==> config.mk <==
export PLATFORM = sky130hd
export DESIGN_NAME = dmem_block_copier_flat
export DESIGN_NICKNAME = d
export VERILOG_FILES = /design/src/rtl/dmem_block_copier_if.sv /design/src/rtl/dmem_block_copier.sv /design/src/flat_wrapper.sv
export SDC_FILE = /design/constraint.sdc
export NUM_CORES = 1
export LEC_CHECK = 0
export ABC_AREA = 0
export CORE_MARGIN = 10
export CORE_UTILIZATION = 50
export DETAILED_ROUTE_END_ITERATION = 10
export GPL_ROUTABILITY_DRIVEN = 0
export PLACE_DENSITY = 0.78
export SYNTH_ARGS = -nofsm -noshare
export SYNTH_HDL_FRONTEND = slang
export SYNTH_SLANG_ARGS = --single-unit
==> constraint.sdc <==
create_clock -name clk -period 6 [get_ports clk]
set_clock_uncertainty 0.2 [all_clocks]
set_input_delay 1.8 -clock clk [delete_from_list [all_inputs] [get_ports clk]]
set_output_delay 1.8 -clock clk [all_outputs]
set_load 0.005 [all_outputs]
==> src/rtl/dmem_block_copier_if.sv <==
// Data-memory port between the block copier (master) and the memory (slave).
// R_data is combinational from the memory while D_rd is high; writes land at the rising edge.
interface dmem_block_copier_if #(
    parameter int AW = 8,
    parameter int DW = 16
);
    logic [AW-1:0] D_addr;
    logic          D_rd;
    logic          D_wr;
    logic [DW-1:0] W_data;
    logic [DW-1:0] R_data;

    modport master (
        output D_addr,
        output D_rd,
        output D_wr,
        output W_data,
        input  R_data
    );

    modport slave (
        input  D_addr,
        input  D_rd,
        input  D_wr,
        input  W_data,
        output R_data
    );
endinterface

==> src/rtl/dmem_block_copier.sv <==
// Word-by-word block copier on the data-memory port: one read cycle, then one write cycle per word.
// Optional running checksum of copied words is enabled by defining DMEM_COPY_CHECKSUM_EN.
module dmem_block_copier #(
    parameter int AW    = 8,
    parameter int DW    = 16,
    parameter int LEN_W = 9
) (
    input  logic             clk,
    input  logic             reset,
    input  logic             start,
    input  logic [AW-1:0]    src_addr,
    input  logic [AW-1:0]    dst_addr,
    input  logic [LEN_W-1:0] len,
    output logic             busy,
    output logic             done,
    output logic [1:0]       state_dbg,
    dmem_block_copier_if.master mem
`ifdef DMEM_COPY_CHECKSUM_EN
    ,
    output logic [DW-1:0]    checksum
`endif
);

    // Request protocol: start is a level sampled only in IDLE; once accepted, busy stays
    // high for the READ/WRITE phase, and done pulses for one cycle afterwards.
    // A start seen while busy or during the done cycle is dropped, never queued.
    typedef enum logic [1:0] {
        IDLE  = 2'd0,
        READ  = 2'd1,
        WRITE = 2'd2,
        DONE  = 2'd3
    } state_t;

    state_t           state;
    logic [AW-1:0]    src_q;
    logic [AW-1:0]    dst_q;
    logic [LEN_W-1:0] len_q;
    logic [LEN_W-1:0] cnt;
    logic [LEN_W-1:0] cnt_next;

    assign cnt_next  = cnt + LEN_W'(1);
    assign state_dbg = state;

    // W_data doubles as the word buffer: it captures R_data at the end of READ and is
    // only presented to memory while D_wr is high.
    always_ff @(posedge clk or negedge reset) begin
        if (!reset) begin
            state      <= IDLE;
            src_q      <= '0;
            dst_q      <= '0;
            len_q      <= '0;
            cnt        <= '0;
            busy       <= 1'b0;
            done       <= 1'b0;
            mem.D_addr <= '0;
            mem.D_rd   <= 1'b0;
            mem.D_wr   <= 1'b0;
            mem.W_data <= '0;
`ifdef DMEM_COPY_CHECKSUM_EN
            checksum   <= '0;
`endif
        end else begin
            case (state)
                IDLE: begin
                    if (start) begin
                        src_q <= src_addr;
                        dst_q <= dst_addr;
                        len_q <= len;
                        cnt   <= '0;
`ifdef DMEM_COPY_CHECKSUM_EN
                        checksum <= '0;
`endif
                        if (len == '0) begin
                            state <= DONE;
                            done  <= 1'b1;
                        end else begin
                            state      <= READ;
                            busy       <= 1'b1;
                            mem.D_rd   <= 1'b1;
                            mem.D_addr <= src_addr;
                        end
                    end
                end
                READ: begin
                    state      <= WRITE;
                    mem.W_data <= mem.R_data;
                    mem.D_rd   <= 1'b0;
                    mem.D_wr   <= 1'b1;
                    mem.D_addr <= dst_q + cnt[AW-1:0];
                end
                WRITE: begin
                    cnt        <= cnt_next;
                    mem.D_wr   <= 1'b0;
                    mem.W_data <= '0;
`ifdef DMEM_COPY_CHECKSUM_EN
                    checksum   <= checksum + mem.W_data;
`endif
                    if (cnt_next == len_q) begin
                        state      <= DONE;
                        busy       <= 1'b0;
                        done       <= 1'b1;
                        mem.D_addr <= '0;
                    end else begin
                        state      <= READ;
                        mem.D_rd   <= 1'b1;
                        mem.D_addr <= src_q + cnt_next[AW-1:0];
                    end
                end
                DONE: begin
                    state <= IDLE;
                    done  <= 1'b0;
                end
                default: begin
                    state      <= IDLE;
                    busy       <= 1'b0;
                    done       <= 1'b0;
                    mem.D_rd   <= 1'b0;
                    mem.D_wr   <= 1'b0;
                    mem.D_addr <= '0;
                    mem.W_data <= '0;
                end
            endcase
        end
    end

endmodule

==> src/flat_wrapper.sv <==
// flat-port wrapper written by rule: the top's interface ports become plain ports
module dmem_block_copier_flat 
#(
    parameter int AW    = 8,
    parameter int DW    = 16,
    parameter int LEN_W = 9
)
  (clk, reset, start, src_addr, dst_addr, len, busy, done, state_dbg, mem_D_addr, mem_D_rd, mem_D_wr, mem_W_data, mem_R_data);
  dmem_block_copier_if #(.AW(AW), .DW(DW)) mem_i ();
  input  logic clk;
  input  logic reset;
  input  logic start;
  input  logic [AW-1:0] src_addr;
  input  logic [AW-1:0] dst_addr;
  input  logic [LEN_W-1:0] len;
  output logic busy;
  output logic done;
  output logic [1:0] state_dbg;
  output wire logic [$bits(mem_i.D_addr)-1:0] mem_D_addr;
  output wire logic [$bits(mem_i.D_rd)-1:0] mem_D_rd;
  output wire logic [$bits(mem_i.D_wr)-1:0] mem_D_wr;
  output wire logic [$bits(mem_i.W_data)-1:0] mem_W_data;
  input wire logic [$bits(mem_i.R_data)-1:0] mem_R_data;
  assign mem_D_addr = mem_i.D_addr;
  assign mem_D_rd = mem_i.D_rd;
  assign mem_D_wr = mem_i.D_wr;
  assign mem_W_data = mem_i.W_data;
  assign mem_i.R_data = mem_R_data;
  dmem_block_copier #(.AW(AW), .DW(DW), .LEN_W(LEN_W)) u_core (.clk(clk), .reset(reset), .start(start), .src_addr(src_addr), .dst_addr(dst_addr), .len(len), .busy(busy), .done(done), .state_dbg(state_dbg), .mem(mem_i));
endmodule
==> results_dict.tcl, run 1 <==
set metrics [dict create \
    finalSetupTns_ns 0 \
    synth_commonest_cells "64 x dfrtp_1, 28 x a21oi_1, 25 x mux2_2" \
    powerDensity_mw_per_mm2 194 \
    fin_crit_sh_pct 62.1 \
    start_util_pct 50.8 \
    h-tree-depth 3 \
    fmax_ghz 0.268 \
    holdBufCountCts 0 \
    grt_util_met1_pct 20.2 \
    cts_root_buffer "clkbuf_8" \
    setup_ws_ns 2.27 \
    grt_start_max_net_pins 40 \
    ys.flop_type "dfrtp_1" \
    rsz0062_at_grt "false" \
    syn-num-nets 426 \
    synth_most_common_cell "dfrtp_1" \
    yosys.area.top_type_share_pct 43.9 \
    final_layout_size_suffix_gt1_share_pct 10.6 \
    ant_nets 0 \
    dpl_worst_slack_ns 1.93 \
    synth_warnings 0 \
    holdCritStartpoint "u_core.mem.D_wr" \
    whs_endpoint "u_core.mem.D_wr" \
    cts.sinks 64 \
    drt_iter0_drc 150 \
    num_rows 31 \
    grtUsageMet2_pct 26.4 \
    routedWlPerCell_um 17.1 \
    worstPathArrival_ns 3.80 \
    top_usage_layer "met2" \
    cp-end-kind "register" \
    drcViolationCount 0 \
    hold_violations 0 \
    r2r-end "u_core.mem.D_addr[7]" \
    critPathLaunchType "input pin" \
    fin_area_mm2 0.00465 \
    crit_type "input pin to register" \
    cts_buffer_depth 2 \
    cts_resized 0 \
    wl_um 9090 \
    synth_edf_count 0 \
    setup_violations 0 \
    finalPower_mw 0.901 \
    p_leak_nw 2.09 \
    maxCapViolations 0 \
    dieArea_mm2 0.0111 \
    synth_cell_types 46 \
    vdd_drop_max_uv 128 \
    syn_avg_cell_area_um2 10.1 \
    worstMarginPinSlew_ns 1.11 \
    yosysTopAreaCell "dfrtp_1" \
    grt_use_met3_pct 6.82 \
    grt_use_total_pct 16.5 \
    synthCells 360 \
    chipHeight_um 105 \
    fin_crit_ns 3.73 \
    crit_fanout 18 \
    grt_pass1_vias 2982 \
    antenna_cells 0 \
    place_area_mm2 0.00443 \
    antenna_found_initial 0 \
    port_buffers 73 \
    ys_seq_elements 64 \
    hp-class "register to register" \
    crit_required_ns 6.07 \
    reg2reg_from "u_core.cnt[0]" \
    dp_hpwl_um 6910 \
    relSlewSlack_pct 25.5 \
    status "finished, final reports clean" \
    clk_latency_ns 0.35 \
    cts_buffers 9 \
    dr.pass1.iters 4 \
    cts_tree "yes" \
    path_clk_slew_ns 0.08 \
    syn_to_final_growth_pct 27.5 \
    rrSetupSlack_ns 2.73 \
    grt_first_pass_wirelength_um 15100 \
    vias_per_cell 5.56 \
    ff2ff_path_depth 12 \
    syn_area_mm2 0.00365 \
    vias 2953 \
    synth_area_leaders "dfrtp_1 44%, mux2_2 7.7%, ha_1 6.9%" \
    grt_overflow_total 0 \
    chipWidth_um 105 \
    synthArstFlopShare_pct 100 \
    min_path_cells 1 \
    ys_seq_area_share_pct 43.9 \
    nets 493 \
    coreArea_mm2 0.00718 \
    cts_setup_buffers 0 \
    ios 74 \
    drv_slew 0 \
]
==> cells by family (layout without fill, tap and decap cells) <==
| kind of cell | after synthesis | in the layout | share of synthesized area, % |
|---|---|---|---|
| flops | 64 | 64 | 43.9 |
| simple gates | 90 | 90 | 11.8 |
| mux | 31 | 31 | 9.37 |
| compound gates | 96 | 96 | 17.6 |
| xor+xnor | 24 | 24 | 5.76 |
| buf+inv | 33 | 105 | 3.67 |
| fa+ha+maj | 22 | 22 | 7.96 |
==> stage by stage <==
step	hold WS, ns	utilization [%]	std cells
detailed placement	0.275	61.7	515
global route	0.328	64.8	531
floorplan	0.278	-	360
CTS	0.297	64.8	531
finish	0.293	64.8	531
global placement	0.266	61.7	515
==> metal layers <==
metal	routed length [um]	part of all wire [%]
met3	741	8.2
met4	132	1.5
met5	0	0
met1	4000	44
met2	4220	46
==> flip-flops by register name, indices dropped and copies added, names as in the netlist <==
signal	cells
u_core.busy	1
u_core.done	1
u_core.cnt	9
u_core.mem.D_wr	1
u_core.mem.D_rd	1
u_core.mem.W_data	16
u_core.state_dbg	2
u_core.len_q	9
u_core.src_q	8
u_core.mem.D_addr	8
u_core.dst_q	8
==> final cells by class <==
cell class	instances	area (um^2)
Sequential cell	64	1600
Tap cell	99	124
Timing Repair Buffer	75	741
Clock inverter	7	96.3
Clock buffer	9	124
Fill cell	590	2520
Multi-Input combinational cell	263	1910
Inverter	14	52.6
==> power by group <==
group,switching [mW],internal (mW)
Combinational,0.0183,0.0340
Sequential,0.00328,0.436
Clock,0.176,0.233
Total,0.198,0.703
==> placed cells by master (no fill, tap or decap), drive strengths merged, types with 2 or more instances in the layout <==
cell	Yosys	final
a211oi	2	2
a21boi	2	2
a21o	3	3
a21oi	28	28
a22o	17	17
a31oi	3	3
and4	2	2
buf	4	3
bufinv	0	2
clkbuf	15	9
clkdlybuf4s50	0	72
clkinv	1	3
clkinvlp	0	3
dfrtp	64	64
fa	2	2
ha	20	20
inv	13	13
mux2	25	25
mux2i	6	6
nand2	23	23
nand2b	6	6
nand3	13	13
nand4	3	3
nor2	24	24
nor2b	3	3
nor3	8	8
nor4	2	2
o2111ai	2	2
o211ai	4	4
o21ai	24	24
o21bai	4	4
xnor2	14	14
xor2	10	10
==> critical path, cell delays in order <==
cell             delay, ns
clkdlybuf4s50_1       0.45
nor4_1                0.38
nand3_1               0.15
a21boi_0              0.27
nor2_1                0.07
buf_4                 0.19
nand2_1               0.23
a21oi_1               0.09
a21oi_1               0.15
==> worst max path at each step <==
| stage | start | endpoint | slack [ns] | depth (start not counted) |
|---|---|---|---|---|
| finish | len[2] | u_core.mem.D_addr[0] | 2.27 | 9 |
| global route | len[2] | u_core.mem.D_addr[3] | 2.09 | 9 |
| CTS | len[2] | u_core.mem.D_addr[0] | 2.31 | 9 |
| detailed placement | len[2] | u_core.mem.D_addr[0] | 1.93 | 9 |
| global placement | start | u_core.dst_q[4] | 2.02 | 3 |
| floorplan | len[2] | u_core.mem.D_addr[4] | 2.71 | 7 |
Power figures use the tool's default switching activity.
==> run 2: changes to the inputs <==
==> constraint.sdc (replaced) <==
create_clock -name clk -period 3.55 [get_ports clk]
set_clock_uncertainty 0.2 [all_clocks]
set_input_delay 1.065 -clock clk [delete_from_list [all_inputs] [get_ports clk]]
set_output_delay 1.065 -clock clk [all_outputs]
set_load 0.005 [all_outputs]
==> results_dict.tcl, run 2 (synthesis gave the netlist of run 1 again) <==
set metrics [dict create \
    drt_iter0_drc 161 \
    path_buf_inv 1 \
    dpl_worst_slack_ns -0.120 \
    cts_tree "yes" \
    clk_latency_ns 0.34 \
    largest_reg_flops 16 \
    switching_share_pct 22.3 \
    cts_buffer_depth 2 \
    crit_slowest_cell "dfrtp_1" \
    wl_um 9240 \
    syn_to_final_growth_pct 28.2 \
    fillerInstances 572 \
    start_util_pct 50.8 \
    drv_slew 0 \
    dr.pass1.iters 4 \
    crit_required_ns 3.61 \
    rsz0062_at_grt "false" \
    h-tree-depth 3 \
    setup_violations 0 \
    worstMarginPinSlew_ns 0.707 \
    cpMostUsedCell "nand3_1" \
    hold_violations 0 \
    routedWlPerCell_um 17.3 \
    coreArea_mm2 0.00718 \
    dieArea_mm2 0.0111 \
    vias_per_cell 5.57 \
    grt_pass1_vias 3100 \
    drcViolationCount 0 \
    clkPwrFrac_pct 41.9 \
    max_stage_delay_ns 0.48 \
    worstPathArrival_ns 3.25 \
    antenna_cells 0 \
    fin_crit_sh_pct 89.9 \
    pwr-share-comb_pct 6.3 \
    crit_type "register to register" \
    dp_hpwl_um 7100 \
    chipHeight_um 105 \
    top_register "u_core.mem.W_data" \
    powerDensity_mw_per_mm2 307 \
    cts_setup_buffers 0 \
    seqPwrFrac_pct 51.8 \
    maxCapViolations 0 \
    ff2ff_path_depth 12 \
    hold-worst-slack_ns 0.289 \
    cp-end-kind "register" \
    path_clk_slew_ns 0.07 \
    crit_fanout 8 \
    switchingPower_mw 0.319 \
    final_common_cell "clkdlybuf4s50_1" \
    final_layout_size_suffix_gt1_share_pct 11.9 \
    mostFrequentLayoutCells "72 x clkdlybuf4s50_1, 63 x dfrtp_1, 28 x a21oi_1, 25 x mux2_2" \
    grt_start_max_net_pins 37 \
    top_regs "u_core.mem.W_data (16), u_core.cnt (9), u_core.len_q (9)" \
    setup_ws_ns 0.358 \
    p_leak_nw 2.12 \
    grt_use_total_pct 16.9 \
    grt_overflow_total 0 \
    antenna_found_initial 0 \
    port_buffers 73 \
    fmax_ghz 0.313 \
    nets 497 \
    hp-class "register to register" \
    relSlewSlack_pct 52.7 \
    crit_chain "ha_1 > nand3_1 > xor2_1 > inv_1 > ha_1 > nand3_1 > o211ai_1 > nor4_1 > nor3_1 > xnor2_1 > nand3_1 > a21oi_1" \
    min_path_cells 1 \
    cts.sinks 64 \
    grt_first_pass_wirelength_um 15500 \
    vias 2980 \
    crit_cells 12 \
    ios 74 \
    path_delay_family "simple AND/OR/NAND/NOR gates" \
    chipWidth_um 105 \
    cts_buffers 9 \
    critPathLaunchType "register" \
    cts_root_buffer "clkbuf_8" \
    intPower_mw 1.11 \
    vdd_drop_max_uv 200 \
    num_rows 31 \
    fin_crit_ns 3.19 \
    ant_nets 0 \
    status "finished, final reports clean" \
]
[run 2: cell types whose count changed in the layout (fill, tap and decap cells not counted), sizes merged]
cell | before | now
buf | 3 | 7
clkinv | 3 | 6
clkinvlp | 3 | 1
bufinv | 2 | 1
[run 2: power by group through the flow]
stage               registers (mW)  logic (mW)  clock network (mW)
floorplan                    0.757     0.00159                   0
global placement             0.756      0.0913                   0
detailed placement           0.756      0.0921                   0
CTS                          0.742      0.0928               0.615
global route                 0.743      0.0994               0.644
finish                       0.742      0.0904               0.601
[run 2: repair_timing]
action | in CTS | in global routing
gates resized for setup | 0 | 2
setup endpoints to repair | 0 | 3
hold buffers | 0 | 0
[run 2: final timing paths]
check	from	end	slack, ns
setup / recovery	u_core.cnt[1]	u_core.mem.D_addr[7]	0.36
hold reg to reg	u_core.mem.D_wr	u_core.mem.D_wr	0.29
min in group asynchronous	reset	u_core.dst_q[6]	0.56
max in group asynchronous	reset	u_core.cnt[0]	1.96
hold / removal	u_core.mem.D_wr	u_core.mem.D_wr	0.29
setup reg to reg	u_core.cnt[1]	u_core.mem.D_addr[7]	0.36
[run 2: area by class of cell]
type                            count  area (um^2)  share of cell area, %
Clock inverter                      7         62.6                   1.34
Inverter                           14         52.6                   1.12
Multi-Input combinational cell    263         1910                   40.9
Tap cell                           99          124                   2.65
Timing Repair Buffer               79          796                   17.0
Sequential cell                    64         1600                   34.3
Clock buffer                        9          124                   2.65
[run 2: per-layer routing]
layer  vias to the layer above  GRT usage (%)  wire, um
li1                       1435              -         -
met5                         -              0         0
met4                         0           5.49       135
met3                        14           6.09       701
met1                      1448           20.7      4030
met2                        83           27.2      4370
[run 2: through the flow]
step | instance area (um^2) | setup TNS [ns] | power [mW] | cells | utilization (%)
2_1_floorplan | 3650 | 0 | 0.758 | 360 | -
3_3_place_gp | 4490 | -0.203 | 0.847 | 519 | 62.5
3_5_place_dp | 4490 | -0.702 | 0.848 | 519 | 62.5
4_1_cts | 4670 | 0 | 1.45 | 535 | 65.1
5_1_grt | 4680 | 0 | 1.49 | 535 | 65.2
6_report | 4680 | 0 | 1.43 | 535 | 65.2
[run 2: worst reg2reg max path: cells and delay by family, from the launching register on]
family                   cells  cell delay (ns)
buffers and inverters        1             0.08
AND/OR/NAND/NOR              5             0.80
adder cells (fa/ha/maj)      2             0.71
XOR/XNOR                     2             0.47
flip-flops                   1             0.48
AO/OA/AOI/OAI                2             0.40
==> run 3: changes to the inputs <==
--- a/config.mk
+++ b/config.mk
@@ -11,6 +11,7 @@
 export DETAILED_ROUTE_END_ITERATION = 10
 export GPL_ROUTABILITY_DRIVEN = 0
 export PLACE_DENSITY = 0.78
+export SKIP_CTS_REPAIR_TIMING = 1
 export SYNTH_ARGS = -nofsm -noshare
 export SYNTH_HDL_FRONTEND = slang
 export SYNTH_SLANG_ARGS = --single-unit
==> constraint.sdc (replaced) <==
create_clock -name clk -period 3.55 [get_ports clk]
set_clock_uncertainty 0.2 [all_clocks]
set_input_delay 0.71 -clock clk [delete_from_list [all_inputs] [get_ports clk]]
set_output_delay 0.71 -clock clk [all_outputs]
set_load 0.005 [all_outputs]
==> results_dict.tcl, run 3 (synthesis gave the netlist of run 1 again) <==
set metrics [dict create \
    fin_crit_sh_pct 84.7 \
    vias_per_cell 5.52 \
    grt_overflow_total 0 \
    fmax_ghz 0.333 \
    start_util_pct 50.8 \
    drt_iter0_drc 171 \
    crit_fanout 8 \
    vdd_drop_max_uv 254 \
    grt_start_max_net_pins 65 \
    hold_violations 0 \
    num_rows 31 \
    cts_buffer_depth 2 \
    cts_root_buffer "clkbuf_8" \
    worstPathArrival_ns 3.07 \
    crit_type "register to register" \
    clk_latency_ns 0.35 \
    drv_slew 0 \
    largest_reg_flops 16 \
    dr.pass1.iters 4 \
    dp_hpwl_um 6890 \
    setup_violations 0 \
    seq_area_mm2 0.00160 \
    antenna_cells 0 \
    syn_to_final_growth_pct 27.7 \
    worstMarginPinSlew_ns 0.823 \
    grt_use_total_pct 17.0 \
    finalPower_mw 1.44 \
    mostFrequentLayoutCells "72 x clkdlybuf4s50_1, 64 x dfrtp_1, 28 x a21oi_1, 25 x mux2_2" \
    fillerInstances 568 \
    antenna_found_initial 0 \
    dieArea_mm2 0.0111 \
    finalSetupTns_ns 0 \
    hp-class "register to register" \
    final_common_cell "clkdlybuf4s50_1" \
    cp-end-kind "register" \
    multi_input_area_mm2 0.00191 \
    grt_first_pass_wirelength_um 15600 \
    cts_buffers 9 \
    coreArea_mm2 0.00718 \
    port_buffers 73 \
    drcViolationCount 0 \
    relSlewSlack_pct 45.1 \
    wl_um 9180 \
    cts.sinks 64 \
    p_leak_nw 2.10 \
    top_regs "u_core.mem.W_data (16), u_core.cnt (9), u_core.len_q (9)" \
    status "finished, final reports clean" \
    h-tree-depth 3 \
    chipHeight_um 105 \
    grt_pass1_vias 3155 \
    fin_crit_ns 3.01 \
    final_layout_size_suffix_gt1_share_pct 11.3 \
    cts_tree "yes" \
    ant_nets 0 \
    chipWidth_um 105 \
    vias 2950 \
    critPathLaunchType "register" \
    top_register "u_core.mem.W_data" \
    routedWlPerCell_um 17.2 \
    nets 497 \
    path_clk_slew_ns 0.07 \
    crit_required_ns 3.62 \
    rsz0062_at_grt "false" \
    powerDensity_mw_per_mm2 309 \
    maxCapViolations 0 \
    ios 74 \
]
run 3: cell types whose count changed in the layout (fill, tap and decap cells not counted), sizes merged:
| cell | previous run | this run |
|---|---|---|
| clkinv | 6 | 5 |
run 3: path summary, 6_finish.rpt:
check	startpoint	end	slack, ns	cells after the start
setup / recovery	u_core.cnt[1]	u_core.mem.D_addr[7]	0.54	12
hold / removal	u_core.mem.D_wr	u_core.mem.D_wr	0.31	1
setup reg to reg	u_core.cnt[1]	u_core.mem.D_addr[7]	0.54	12
hold reg to reg	u_core.mem.D_wr	u_core.mem.D_wr	0.31	1
max in group asynchronous	reset	u_core.src_q[3]	2.27	2
min in group asynchronous	reset	u_core.dst_q[7]	0.35	2
run 3: final cells by class:
class | count | area share (%)
clock inverter | 6 | 1.32
sequential | 64 | 34.4
tap | 99 | 2.66
clock buffer | 9 | 2.66
timing repair buffer | 79 | 16.8
inverter | 14 | 1.13
multi-input combinational | 263 | 41.0
run 3: layer usage:
layer	vias up	share of wire, %	GRT usage (%)
li1	1427	-	-
met1	1427	44	19.7
met2	80	48	28.4
met3	16	6.3	6.15
met4	0	1.4	5.59
met5	-	0	0
run 3: stage by stage:
stage	area, um^2	setup slack (ns)	util [%]	instances	hold WS, ns
4_1_cts	4660	0.530	64.9	534	0.315
2_1_floorplan	3650	0.883	-	360	0.214
3_3_place_gp	4470	0.675	62.3	519	0.270
5_1_grt	4660	0.192	64.9	534	0.329
6_report	4660	0.543	64.9	534	0.307
3_5_place_dp	4470	0.571	62.3	519	0.298
run 3: worst max-delay path: stages, from the launching register on:
cell and delay, ns:
dfrtp_1 0.46, ha_1 0.30, nand3_1 0.28, xor2_1 0.29
inv_1 0.07, ha_1 0.34, nand3_1 0.09, o211ai_1 0.20
nor4_1 0.07, nor3_1 0.23, xnor2_1 0.14, nand3_1 0.09
a21oi_1 0.17
run 3: report_power, final:
group	switching, mW	internal (mW)	total [mW]
Clock	0.290	0.317	0.607
Combinational	0.0309	0.0575	0.0884
Sequential	0.00562	0.737	0.743
